$ cat config.mk
export PLATFORM = sky130hd
export DESIGN_NAME = multichannel_deadtime_gen
export DESIGN_NICKNAME = d
export VERILOG_FILES = /design/src/rtl/deadtime_pkg.sv /design/src/rtl/deadtime_channel.sv /design/src/rtl/multichannel_deadtime_gen.sv
export SDC_FILE = /design/constraint.sdc
export NUM_CORES = 1
export LEC_CHECK = 0
export BUFFER_PORTS_ARGS = -buffer_cell sky130_fd_sc_hd__buf_2
export CAP_MARGIN = 10
export CELL_PAD_IN_SITES_DETAIL_PLACEMENT = 0
export CELL_PAD_IN_SITES_GLOBAL_PLACEMENT = 1
export CORE_MARGIN = 1
export CORE_UTILIZATION = 43
export CTS_CLUSTER_DIAMETER = 150
export DETAILED_ROUTE_END_ITERATION = 6
export PLACE_DENSITY_LB_ADDON = 0.12
export SLEW_MARGIN = 15
export SYNTH_ARGS = -nofsm -noshare
export SYNTH_HDL_FRONTEND = slang
export SYNTH_SLANG_ARGS = --single-unit
export TNS_END_PERCENT = 10
$ cat constraint.sdc
create_clock -name clock -period 4.55 [get_ports clock]
set_input_delay 0.455 -clock clock [delete_from_list [all_inputs] [get_ports clock]]
set_output_delay 0.455 -clock clock [all_outputs]
set_load 0.02 [all_outputs]
$ cat src/rtl/deadtime_pkg.sv
// Shared types and constants for the multichannel dead-time generator.
// Optional feature macro: MIN_ON_TIME_EN (minimum conduction hold per channel).
package deadtime_pkg;

    // Per-channel leg state; the two DT_* states are the both-off dead-time intervals.
    typedef enum logic [2:0] {
        OFF,
        DT_TO_HIGH,
        HIGH,
        DT_TO_LOW,
        LOW
    } deadtime_state_t;

    // Smallest dead time ever applied; a programmed 0 is raised to this value.
    localparam int DT_MIN = 1;

endpackage

$ cat src/rtl/deadtime_channel.sv
// One complementary leg: FSM, dead-time counter, optional min-on hold counter and
// registered gate outputs. Optional feature macro: MIN_ON_TIME_EN.
module deadtime_channel
    import deadtime_pkg::*;
#(
    parameter int COUNTER_WIDTH = 16
) (
    input  logic                     clock,
    input  logic                     reset,
    input  logic                     enable,
    input  logic                     fault,
    input  logic [COUNTER_WIDTH-1:0] dt_rise,
    input  logic [COUNTER_WIDTH-1:0] dt_fall,
`ifdef MIN_ON_TIME_EN
    input  logic [COUNTER_WIDTH-1:0] min_on,
`endif
    input  logic                     pwm_in,
    output logic                     out_h,
    output logic                     out_l,
    output logic                     dt_active
);

    localparam logic [COUNTER_WIDTH-1:0] CNT_ONE = COUNTER_WIDTH'(DT_MIN);

    deadtime_state_t            state_q, state_d;
    logic [COUNTER_WIDTH-1:0]   cnt_q, cnt_d;
    logic                       out_h_q, out_h_d;
    logic                       out_l_q, out_l_d;
    logic                       dt_active_q, dt_active_d;
    logic [COUNTER_WIDTH-1:0]   dt_rise_eff, dt_fall_eff;
    logic                       hold_done;

    // A programmed dead time of 0 still yields one both-off cycle.
    assign dt_rise_eff = (dt_rise == '0) ? CNT_ONE : dt_rise;
    assign dt_fall_eff = (dt_fall == '0) ? CNT_ONE : dt_fall;

`ifdef MIN_ON_TIME_EN
    logic [COUNTER_WIDTH-1:0] hold_q, hold_d;

    // The hold expires on the edge where the counter reaches 0, so a waiting request is taken then.
    assign hold_done = (hold_q <= CNT_ONE);

    // Hold counter: reload with min_on whenever HIGH or LOW is newly entered, else count down.
    always_comb begin
        hold_d = hold_q;
        if ((state_d == HIGH || state_d == LOW) && state_d != state_q) begin
            hold_d = min_on;
        end else if (hold_q != '0) begin
            hold_d = hold_q - CNT_ONE;
        end
    end

    // Hold counter register.
    always_ff @(posedge clock or negedge reset) begin
        if (!reset) begin
            hold_q <= '0;
        end else begin
            hold_q <= hold_d;
        end
    end
`else
    assign hold_done = 1'b1;
`endif

    // State register, dead-time counter and output registers.
    always_ff @(posedge clock or negedge reset) begin
        if (!reset) begin
            state_q     <= OFF;
            cnt_q       <= '0;
            out_h_q     <= 1'b0;
            out_l_q     <= 1'b0;
            dt_active_q <= 1'b0;
        end else begin
            // NOTE: non-blocking assignments so every flop samples the pre-edge values.
            state_q     <= state_d;
            cnt_q       <= cnt_d;
            out_h_q     <= out_h_d;
            out_l_q     <= out_l_d;
            dt_active_q <= dt_active_d;
        end
    end

    // Next-state and counter logic: fault, then enable, then the normal leg sequence.
    always_comb begin
        // NOTE: defaults first so no path leaves a variable unassigned (no latch).
        state_d = state_q;
        cnt_d   = cnt_q;
        if (fault || !enable) begin
            state_d = OFF;
            cnt_d   = '0;
        end else begin
            case (state_q)
                OFF: begin
                    if (pwm_in) begin
                        state_d = DT_TO_HIGH;
                        cnt_d   = dt_rise_eff;
                    end else begin
                        state_d = DT_TO_LOW;
                        cnt_d   = dt_fall_eff;
                    end
                end
                LOW: begin
                    if (pwm_in && hold_done) begin
                        state_d = DT_TO_HIGH;
                        cnt_d   = dt_rise_eff;
                    end
                end
                HIGH: begin
                    if (!pwm_in && hold_done) begin
                        state_d = DT_TO_LOW;
                        cnt_d   = dt_fall_eff;
                    end
                end
                DT_TO_HIGH: begin
                    if (!pwm_in) begin
                        state_d = LOW;
                        cnt_d   = '0;
                    end else if (cnt_q <= CNT_ONE) begin
                        state_d = HIGH;
                        cnt_d   = '0;
                    end else begin
                        cnt_d   = cnt_q - CNT_ONE;
                    end
                end
                DT_TO_LOW: begin
                    if (pwm_in) begin
                        state_d = HIGH;
                        cnt_d   = '0;
                    end else if (cnt_q <= CNT_ONE) begin
                        state_d = LOW;
                        cnt_d   = '0;
                    end else begin
                        cnt_d   = cnt_q - CNT_ONE;
                    end
                end
                default: begin
                    state_d = OFF;
                    cnt_d   = '0;
                end
            endcase
        end
    end

    // Output decode from the next state so the gates change on the same edge as the state.
    always_comb begin
        out_h_d     = (state_d == HIGH);
        out_l_d     = (state_d == LOW);
        dt_active_d = (state_d == DT_TO_HIGH) || (state_d == DT_TO_LOW);
    end

    assign out_h     = out_h_q;
    assign out_l     = out_l_q;
    assign dt_active = dt_active_q;

endmodule

$ cat src/rtl/multichannel_deadtime_gen.sv
// N-channel complementary dead-time inserter: one independent deadtime_channel per leg.
// Optional feature macro: MIN_ON_TIME_EN (adds the min_on port and per-channel hold).
module multichannel_deadtime_gen #(
    parameter int N_CHANNELS    = 3,
    parameter int COUNTER_WIDTH = 16
) (
    input  logic                                clock,
    input  logic                                reset,
    input  logic                                enable,
    input  logic                                fault,
    input  logic [N_CHANNELS*COUNTER_WIDTH-1:0] dt_rise,
    input  logic [N_CHANNELS*COUNTER_WIDTH-1:0] dt_fall,
`ifdef MIN_ON_TIME_EN
    input  logic [COUNTER_WIDTH-1:0]            min_on,
`endif
    input  logic [N_CHANNELS-1:0]               pwm_in,
    output logic [N_CHANNELS-1:0]               out_h,
    output logic [N_CHANNELS-1:0]               out_l,
    output logic [N_CHANNELS-1:0]               dt_active
);

    // One leg per channel; channel i takes its dead times from slice [i*CW +: CW].
    for (genvar i = 0; i < N_CHANNELS; i++) begin : g_ch
        deadtime_channel #(
            .COUNTER_WIDTH (COUNTER_WIDTH)
        ) u_channel (
            .clock     (clock),
            .reset     (reset),
            .enable    (enable),
            .fault     (fault),
            .dt_rise   (dt_rise[i*COUNTER_WIDTH +: COUNTER_WIDTH]),
            .dt_fall   (dt_fall[i*COUNTER_WIDTH +: COUNTER_WIDTH]),
`ifdef MIN_ON_TIME_EN
            .min_on    (min_on),
`endif
            .pwm_in    (pwm_in[i]),
            .out_h     (out_h[i]),
            .out_l     (out_l[i]),
            .dt_active (dt_active[i])
        );
    end

endmodule

==> key figures <==
Timing
  • Slew HR: 0.3056
  • WHS: 0.09983 ns
  • # setup viols final: 0
  • Setup TNS: 0 ns
  • Achievable frequency: 370.6 MHz
  • Slew @ Worst Pin: 1.035 ns
  • Shortest period the worst path allows: 2.699 ns
  • RSZ-0062 raised after global routing: no
  • Setup Skew: between 0.008 and 0.009 ns
  • Final Max Tran Viols: 0
  • Hold Fails Final Rpt: 0
  • Fin crit share: 0.5931

Place
  • Routability cong.: ~0.9
  • # placed instances: just under 800
  • Dpl hpwl: between 10,000 and 15,000 um
  • Port Buffers: 111

Critical path
  • CP cell instances: inv_1, ha_1, or4b_4, or4_4, or4b_4, o31a_1, o22ai_1
  • CP most frequent cell: or4b_4
  • Crit Path Max Fanout: 6
  • Flop-to-flop setup slack: approximately 1.9 ns
  • Crit path DAT: ~3 ns
  • Worst setup path category: reg2reg
  • Slowest CP cell: or4b_4
  • Cells on worst reg2reg path: 7
  • Worst endpoint required time: ~4.8 ns
  • RR Startpoint: g_ch[2].u_channel.cnt_q[0]
  • Worst setup SP type: flip-flop
  • R2R Path End: g_ch[2].u_channel.cnt_q[14]
  • Crit. End Element: flip-flop
  • Peak per-stage delay on the critical path: about 0.53 ns

Clocking
  • Clock Sinks: 66
  • Setup Buffers After CTS: 0
  • CTS clk-pin slew, worst paths: 0.07 ns
  • CTS tree: yes
  • Num CTS Buffers: 9
  • CTS Hold Bufs: 0
  • Root buf cell: clkbuf_8
  • Clock H-tree levels: 3
  • Clk_lat worst skew: between 0.3 and 0.4 ns
  • # resized after CTS: 0
  • CTS max path bufs: 2

Flow run
  • Max_cap viols: 0

Floorplanning
  • Boundary Pins: roughly 110
  • Row Count: 37
  • Die ar.: 11,430 um^2
  • Initial core utilization: 0.4505
  • DIE HEIGHT: 106.9 um
  • Core area: ~11,000 um^2
  • Die X-Extent: between 100 and 150 um

Synthesis
  • Yosys reg bits: 66
  • Avg Inst Size Synth: 8.365 um^2
  • Top cells by area, synth: dfrtp_1 (35%), a22oi_1 (5.7%), nor4_1 (4.5%)
  • Cell taking the most area after synthesis: dfrtp_1
  • Synth Instances: roughly 570
  • Seq/Total Area, Yosys: 0.3488
  • YS warnings: 0
  • Mapped cell area: approximately 4700 um^2
  • Main combinational cell family by area after synthesis: compound AO/OA/AOI/OAI gates
  • Post-Syn Nets: 675
  • Post-Synth Simple-Gate Area: 0.2608
  • Share of the synthesized area in the top cell type: 0.3488
  • Yosys cell types: 66
  • Post-Synth Adder-Cell Area: 0.01586
  • EDFF count, synth: 0
  • Post-synthesis compound-gate area fraction: 0.2817
  • Most used DFF post-synth: dfrtp_1
  • Asr flop ratio synth: 1.000
  • Xor and xnor area share after synthesis: 0.02960
  • Mux share of post-synthesis cell area: 0.002114

Detailed routing
  • Drt initial violations: between 300 and 400
  • Via density: approximately 6.2
  • DR WL/cell: roughly 18 um
  • Drt pass-1 iters: 5
  • Final ANT Viol Nets: 0
  • Final wirelength: approximately 14,000 um
  • DRC Markers: 0
  • Vias: just under 5,000

Power
  • Total power: 1666 uW
  • LEAKAGE: ~0.0025 uW
  • Peak supply drop: ~0.12 mV
  • Pwr Density: 299.5 nW/um^2

Cells and area
  • Layout Area Growth over Synthesis: 17.47%
  • Layout cells sized above 1: 0.2296
  • Post-layout net count: about 770
  • Non-filler cells, final: 799
  • Finished Core Util: 0.5292

Min path
  • Hold/Removal Path Class: in2async

Global route
  • First-pass GRT wire length: 22,770 um
  • All-layer global routing usage: 0.2532
  • Total gr overflow: 0
  • Largest net degree at the start of global routing: 46
  • Antenna violations before repair: 1
  • Vias in the first global route: about 4,700

Run status
  • Status: completed
==> worst max-delay path, delay by kind of cell, from the launching register on <==
kind	cells	cell delay (ns)
simple gates	3	1.50
flops	1	0.43
compound gates	2	0.38
fa+ha+maj	1	0.22
buf+inv	1	0.08
==> cells in the final DEF, fill, tap and decap left out, types with 15 or more instances in the layout <==
cell type / Yosys / layout
a21oi_1: 30 / 30
o221ai_1: 15 / 15
dfrtp_1: 66 / 66
nor3_1: 37 / 37
nand2_1: 35 / 35
a22oi_1: 36 / 36
nor2b_1: 15 / 15
nor2_1: 36 / 36
o21ai_0: 21 / 21
nor4_1: 34 / 34
buf_2: 0 / 110
inv_1: 24 / 24
==> power breakdown <==
| part | internal (uW) | total (uW) | switching, uW |
|---|---|---|---|
| combinational | 203 | 497 | 294 |
| sequential | 620 | 665 | 45.5 |
| clock | 266 | 504 | 238 |
| total | 1090 | 1670 | 577 |
==> worst max path at each step <==
stage / from / to / slack [ns]
2_1_floorplan: g_ch[2].u_channel.cnt_q[0] / g_ch[2].u_channel.cnt_q[14] / 1.99
3_3_place_gp: enable / g_ch[0].u_channel.cnt_q[2] / 1.84
3_5_place_dp: enable / g_ch[0].u_channel.cnt_q[2] / 1.79
4_1_cts: g_ch[2].u_channel.cnt_q[0] / g_ch[2].u_channel.cnt_q[14] / 1.86
5_1_grt: g_ch[2].u_channel.cnt_q[0] / g_ch[2].u_channel.cnt_q[14] / 1.75
6_report: g_ch[2].u_channel.cnt_q[0] / g_ch[2].u_channel.cnt_q[14] / 1.85
==> sequential cells by signal, summed over array words and instances (netlist names) <==
register / flops
g_ch.u_channel.cnt_q: 48
g_ch.u_channel.dt_active: 3
g_ch.u_channel.out_h: 3
g_ch.u_channel.out_l: 3
g_ch.u_channel.state_q: 9
==> cell families (layout without fill, tap and decap cells) <==
kind of cell             Yosys count  count (layout)
AND/OR/NAND/NOR                  225             225
AO/OA/AOI/OAI                    186             186
flip-flops                        66              66
buffers and inverters             66             162
XOR/XNOR                          16              16
adder cells (fa/ha/maj)            6               6
multiplexers                       1               1
other                              0               1
==> stage by stage <==
step	instance area (um^2)	worst slack, ns
global route	5562	1.745
detailed placement	5349	1.788
CTS	5544	1.857
floorplan	4735	1.992
global placement	5349	1.842
finish	5562	1.852
==> synthesized netlist by cell type, types with 4 or more instances <==
cell      count
o221ai_1     15
a21o_1        4
o22ai_1       9
nand3_1      13
clkbuf_1     31
and4_1        4
nor3_1       37
or3_1        11
or4_1         4
inv_1        24
a22oi_1      36
a221o_1       7
nand2_1      35
a22o_1        9
o21ai_0      21
ha_1          6
a211o_1       6
a21oi_1      30
buf_4         9
nor4_1       34
nand3b_1      4
nor2_1       36
nand2b_1      4
o211ai_1      5
a211oi_1      7
nor2b_1      15
xnor2_1      13
and2_1        5
nand4_1       5
dfrtp_1      66
a31oi_1       7
==> metal layers <==
| metal | global-route usage | routed length, um | up-vias |
|---|---|---|---|
| li1 | - | - | 2375 |
| met1 | 0.3304 | 6379 | 2354 |
| met2 | 0.4180 | 6619 | 191 |
| met3 | 0.03647 | 731 | 20 |
| met4 | 0.1086 | 275 | 0 |
| met5 | 0 | 0 | - |
==> final cells by class <==
| cell class | count | area (um^2) |
|---|---|---|
| diodes | 1 | 2.502 |
| clock buffers | 11 | 141.4 |
| clock inverters | 5 | 53.80 |
| fillers | 1009 | 4947 |
| inverters | 24 | 90.09 |
| multi-input cells | 434 | 2811 |
| flip-flops and latches | 66 | 1652 |
| well taps | 136 | 170.2 |
| repair buffers | 122 | 640.6 |
Power figures use the tool's default switching activity.
